### src/rtl/c_inst_sequencer.sv
// RVC program sequencer: issues buffered 16-bit words over valid/ready, loops, halts on c.ebreak.
// Zero-latency offer from state; inst_ready low holds idx/data/pc. SEQ_SIGNATURE_EN adds the writeback signature.
`timescale 1ns/1ps
module c_inst_sequencer #(
    parameter int DEPTH = 32,
    parameter int ILEN  = 16,
    parameter int CNT_W = 16,
    localparam int AW   = $clog2(DEPTH)
) (
    input  logic             clk,
    input  logic             rst,
    input  logic             ld_valid,
    input  logic [AW-1:0]    ld_addr,
    input  logic [ILEN-1:0]  ld_data,
    input  logic             start,
    input  logic [AW:0]      prog_len,
    input  logic [CNT_W-1:0] loop_count,
    output logic             inst_valid,
    output logic [ILEN-1:0]  inst_data,
    output logic [31:0]      inst_pc,
    input  logic             inst_ready,
    input  logic             wb_valid,
    input  logic [4:0]       wb_rd,
    input  logic [31:0]      wb_data,
    output logic             busy,
    output logic             done,
    output logic             halted,
    output logic [31:0]      retired,
    output logic [31:0]      signature
);

    localparam logic [ILEN-1:0] C_NOP    = ILEN'(16'h0001);
    localparam logic [ILEN-1:0] C_EBREAK = ILEN'(16'h9002);
    localparam logic [AW:0]     MAX_LEN  = (AW+1)'(DEPTH);

    typedef enum logic [1:0] {
        S_IDLE,
        S_RUN,
        S_HALT
    } state_t;

    state_t            state;
    logic [ILEN-1:0]   mem [DEPTH];
    logic [AW-1:0]     idx;
    logic [AW:0]       len;
    logic [CNT_W-1:0]  pass;
    logic [CNT_W-1:0]  loops;
    logic [ILEN-1:0]   cur_inst;
    logic              fire;
    logic              last_idx;
    logic              last_pass;
    logic              can_start;

    assign cur_inst   = mem[idx];
    assign inst_valid = (state == S_RUN);
    assign busy       = (state == S_RUN);
    assign fire       = inst_valid & inst_ready;
    assign last_idx   = ({1'b0, idx} == (len - (AW+1)'(1)));
    assign last_pass  = (pass == (loops - CNT_W'(1)));
    assign can_start  = start & (state != S_RUN);

    // Outputs read as zero whenever nothing is offered.
    assign inst_data = inst_valid ? cur_inst : '0;
    assign inst_pc   = inst_valid ? {{(31-AW){1'b0}}, idx, 1'b0} : 32'h0;

    always_ff @(posedge clk) begin
        if (rst) begin
            state   <= S_IDLE;
            idx     <= '0;
            len     <= '0;
            pass    <= '0;
            loops   <= '0;
            done    <= 1'b0;
            halted  <= 1'b0;
            retired <= 32'h0;
            for (int i = 0; i < DEPTH; i++) begin
                mem[i] <= C_NOP;
            end
        end else begin
            done <= 1'b0;
            // The program is frozen while it is being issued.
            if (ld_valid && state != S_RUN) begin
                mem[ld_addr] <= ld_data;
            end
            case (state)
                S_IDLE, S_HALT: begin
                    if (start) begin
                        halted <= 1'b0;
                        if (prog_len == '0) begin
                            state <= S_IDLE;
                            done  <= 1'b1;
                        end else begin
                            state   <= S_RUN;
                            idx     <= '0;
                            pass    <= '0;
                            retired <= 32'h0;
                            len     <= (prog_len > MAX_LEN) ? MAX_LEN : prog_len;
                            loops   <= (loop_count == '0) ? CNT_W'(1) : loop_count;
                        end
                    end
                end
                S_RUN: begin
                    if (fire) begin
                        retired <= retired + 32'd1;
                        if (cur_inst == C_EBREAK) begin
                            state  <= S_HALT;
                            halted <= 1'b1;
                        end else if (last_idx) begin
                            if (last_pass) begin
                                state <= S_IDLE;
                                done  <= 1'b1;
                            end else begin
                                idx  <= '0;
                                pass <= pass + CNT_W'(1);
                            end
                        end else begin
                            idx <= idx + AW'(1);
                        end
                    end
                end
                default: state <= S_IDLE;
            endcase
        end
    end

`ifdef SEQ_SIGNATURE_EN
    logic [31:0] sig;

    always_ff @(posedge clk) begin
        if (rst) begin
            sig <= 32'h0;
        end else if (can_start) begin
            sig <= 32'h0;
        end else if (wb_valid && wb_rd != 5'd0) begin
            sig <= {sig[30:0], sig[31]} ^ wb_data ^ {27'b0, wb_rd};
        end
    end

    assign signature = sig;
`else
    logic unused_wb;

    assign unused_wb = ^{wb_valid, wb_rd, wb_data, can_start};
    assign signature = 32'h0;
`endif

endmodule
### config.mk
export PLATFORM = sky130hd
export DESIGN_NAME = c_inst_sequencer
export DESIGN_NICKNAME = d
export VERILOG_FILES = /design/src/rtl/c_inst_sequencer.sv
export SDC_FILE = /design/constraint.sdc
export NUM_CORES = 1
export LEC_CHECK = 0
export CAP_MARGIN = 20
export CORE_MARGIN = 1.5
export CORE_UTILIZATION = 40
export CTS_CLUSTER_DIAMETER = 80
export DETAILED_ROUTE_END_ITERATION = 7
export PLACE_DENSITY = 0.56
export REMOVE_ABC_BUFFERS = 1
export SYNTH_ARGS = -nofsm -noshare
export SYNTH_HDL_FRONTEND = slang
export SYNTH_SLANG_ARGS = --single-unit
export TNS_END_PERCENT = 10
### constraint.sdc
create_clock -name clk -period 8.4 [get_ports clk]
set_input_delay 1.68 -clock clk [delete_from_list [all_inputs] [get_ports clk]]
set_output_delay 1.68 -clock clk [all_outputs]
set_load 0.01 [all_outputs]
==> impl_metrics.yaml <==
sta:
  hold_viol: 0
  drv_slew: 0
  fmax_ghz: 0.167
  hold_slack_ns: 0.473
  worst_slack_ns: 2.42
  tightest_slew_ns: 1.14
  setup_tns_ns: 0
  setup_viol: 0
  fin_crit_ns: 5.98
  slew-limit-headroom_pct: 23.6
  layout_worst_path_cycle_share_pct: 71.2
  rsz0062_at_grt: "no"
  fin_skew_ns: 0.0322
logic_synthesis:
  yosys.area.top_type: "edfxtp_1"
  yosys.cell_count.top_type: "edfxtp_1"
  synth_top_area_share_pct: 53.1
  syn-instance-count: 2352
  async_flop_share_pct: 0
  synth_cell_types: 74
  synth_area_sq_mm: 0.0290
  synth_edf_count: 512
  ys_warn_count: 0
  syn_avg_cell_area_sq_um: 12.3
  synth.top_cells.by_area: "edfxtp_1, and2_1, mux2i_1, dfxtp_1, a22oi_1"
  ys_seq_elements: 596
  synth-main-ff-cell: "edfxtp_1"
  yosysSeqAreaShare_pct: 58.9
  synthTopCellsByCount: "edfxtp_1, and2_1, mux2i_1"
clock_network:
  cts_sinks: 596
  post-cts-setup-buffer-count: 0
  clk_latency_ns: 0.62
  clock_tree.root_cell: "clkbuf_16"
  htree_levels: 3
  cts_tree: "built"
  clock_path_buffers: 3
  clk_pin_slew_ns: 0.06
  cts_resized: 0
  cts_buffers: 70
  postCtsHoldBufs: 0
worst_setup_path:
  required_ns: 6.72
  crit_fanout: 77
  path_class: "reg2out"
  cp-end-kind: "output pin"
  crit_arrival_ns: 4.30
  startpoint_type: "flip-flop"
grt:
  grt_use_total_pct: 21.1
  antenna_found_initial: 2
  grt_max_degree: 78
  grt-ovfl-total: 0
  first_global_vias: 17600
  grt_pass1_wl_mm: 116
floorplan:
  design.core.area_sq_mm: 0.0716
  die_area_sq_mm: 0.0741
  chipWidth_um: 272
  io_pins: 202
  die_y_um: 272
  initial_utilization_pct: 40.5
  num_rows: 98
pwr:
  cellLeakagePower_uw: 0.0111
  p_per_area_mw_per_mm2: 205
  vdd.ir_drop.worst_mv: 0.130
cells_and_area:
  design_area_sq_mm: 0.0329
  final_net_count: 2498
  utilization_pct: 46.0
  drive_above_1_share_pct: 8.19
  area_growth_pct: 13.6
placement:
  io_buffer_count: 104
  dpl_cell_area_sq_mm: 0.0306
  hpwl_mm: 51.7
  place_ws_ns: 3.17
  gp_congestion: 0.992
routing:
  first_iter_violations: 1792
  drc: 0
  dr.pass1.iters: 5
  dr_total_vias: 18700
  wl_mm: 79.6
  wl_per_cell_um: 23.3
  via_per_inst: 5.49
  antenna_left: 0
run_status:
  status: "completed"
flow_run:
  max_cap_violations: 0
worst_hold_path:
  holdCritPathClass: "reg2reg"
[report_power, final]
group          internal, uW  switching (uW)  total, uW  leakage (uW)
clock                  1740            1250       2990       0.00112
sequential             3300            40.4       3340       0.00584
combinational           135             295        429       0.00412
total                  5170            1590       6760        0.0111
[cells in the final DEF (no fill, tap or decap), types with 5 or more instances in the layout]
cell type / Yosys / final
nand3b_1: 14 / 14
dfxtp_1: 84 / 83
nor2b_1: 7 / 7
or3_1: 42 / 42
and4_1: 10 / 10
and4bb_1: 6 / 6
a22oi_1: 130 / 130
nand4_1: 42 / 42
o21ai_0: 40 / 8
nor2_1: 98 / 98
nor4b_4: 5 / 5
and2_1: 489 / 489
a21oi_1: 33 / 33
inv_1: 17 / 17
o21ai_1: 0 / 32
a21o_1: 5 / 5
conb_1: 1 / 59
and4b_1: 5 / 5
and3_1: 12 / 12
a41oi_1: 14 / 14
nand2_1: 87 / 87
clkinv_1: 0 / 14
clkdlybuf4s50_1: 0 / 104
clkbuf_16: 0 / 72
xor2_1: 28 / 28
ha_1: 5 / 5
nand3_1: 25 / 25
edfxtp_1: 512 / 512
a31oi_1: 11 / 11
buf_4: 85 / 66
clkinv_2: 0 / 16
nand2b_1: 6 / 6
nor4_1: 5 / 5
nor3_1: 26 / 26
mux2i_1: 261 / 261
clkbuf_1: 126 / 11
xnor2_1: 16 / 16
[worst paths after layout]
kind	endpoint	startpoint	depth (start not counted)	slack (ns)
setup / recovery	inst_data[14]	flip-flop	6	2.42
hold / removal	len[5]	len[5]	2	0.47
setup reg to reg	idx[0]	flip-flop	9	3.89
hold reg to reg	len[5]	len[5]	2	0.47
[logic make-up after synthesis]
logic type      count (synthesis)  share of synthesized area, %
other cells                     1                        0.0129
compound gates                275                          6.81
simple gates                  903                          18.7
flops                         596                          58.9
fa+ha+maj                       5                         0.216
mux                           262                          9.05
xor+xnor                       44                          1.33
buf+inv                       266                          4.98
[routing by layer]
metal  GRT usage (%)  share of wire, %  up-vias
met5               0             0.016        -
met4            5.06               2.3        2
met3            3.62               7.2      105
met2            33.2                46      670
met1            30.3                45     9421
li1                -                 -     8544
[per-stage QoR]
step,total power (uW),instances
2_1_floorplan,3610,2161
6_report,6760,3416
4_1_cts,6820,3411
5_1_grt,6970,3415
3_5_place_dp,3830,3281
3_3_place_gp,3820,3281
[critical path, cell delays in order (launching register included)]
cell and delay, ns:
dfxtp_4 0.91, buf_12 0.51, mux2i_1 0.17, a22oi_1 0.35, nand4_1 0.33, nor3_1 0.51
clkdlybuf4s50_1 0.72
[area by class of cell]
class	count	area, sq um
Tap cell	950	1190
Inverter	17	63.8
Clock inverter	44	393
Multi-Input combinational cell	1548	10700
Antenna cell	1	2.50
Clock buffer	86	1880
Timing Repair Buffer	174	1610
Fill cell	6591	38700
Sequential cell	596	17100
[registers in the layout, indices dropped and copies added (netlist names), named ones only]
signal and cells:
loops 16, idx 5, done 1, halted 1, retired 32, mem 512, len 6, state 2
pass 16
(Power assumes the default switching activity.)
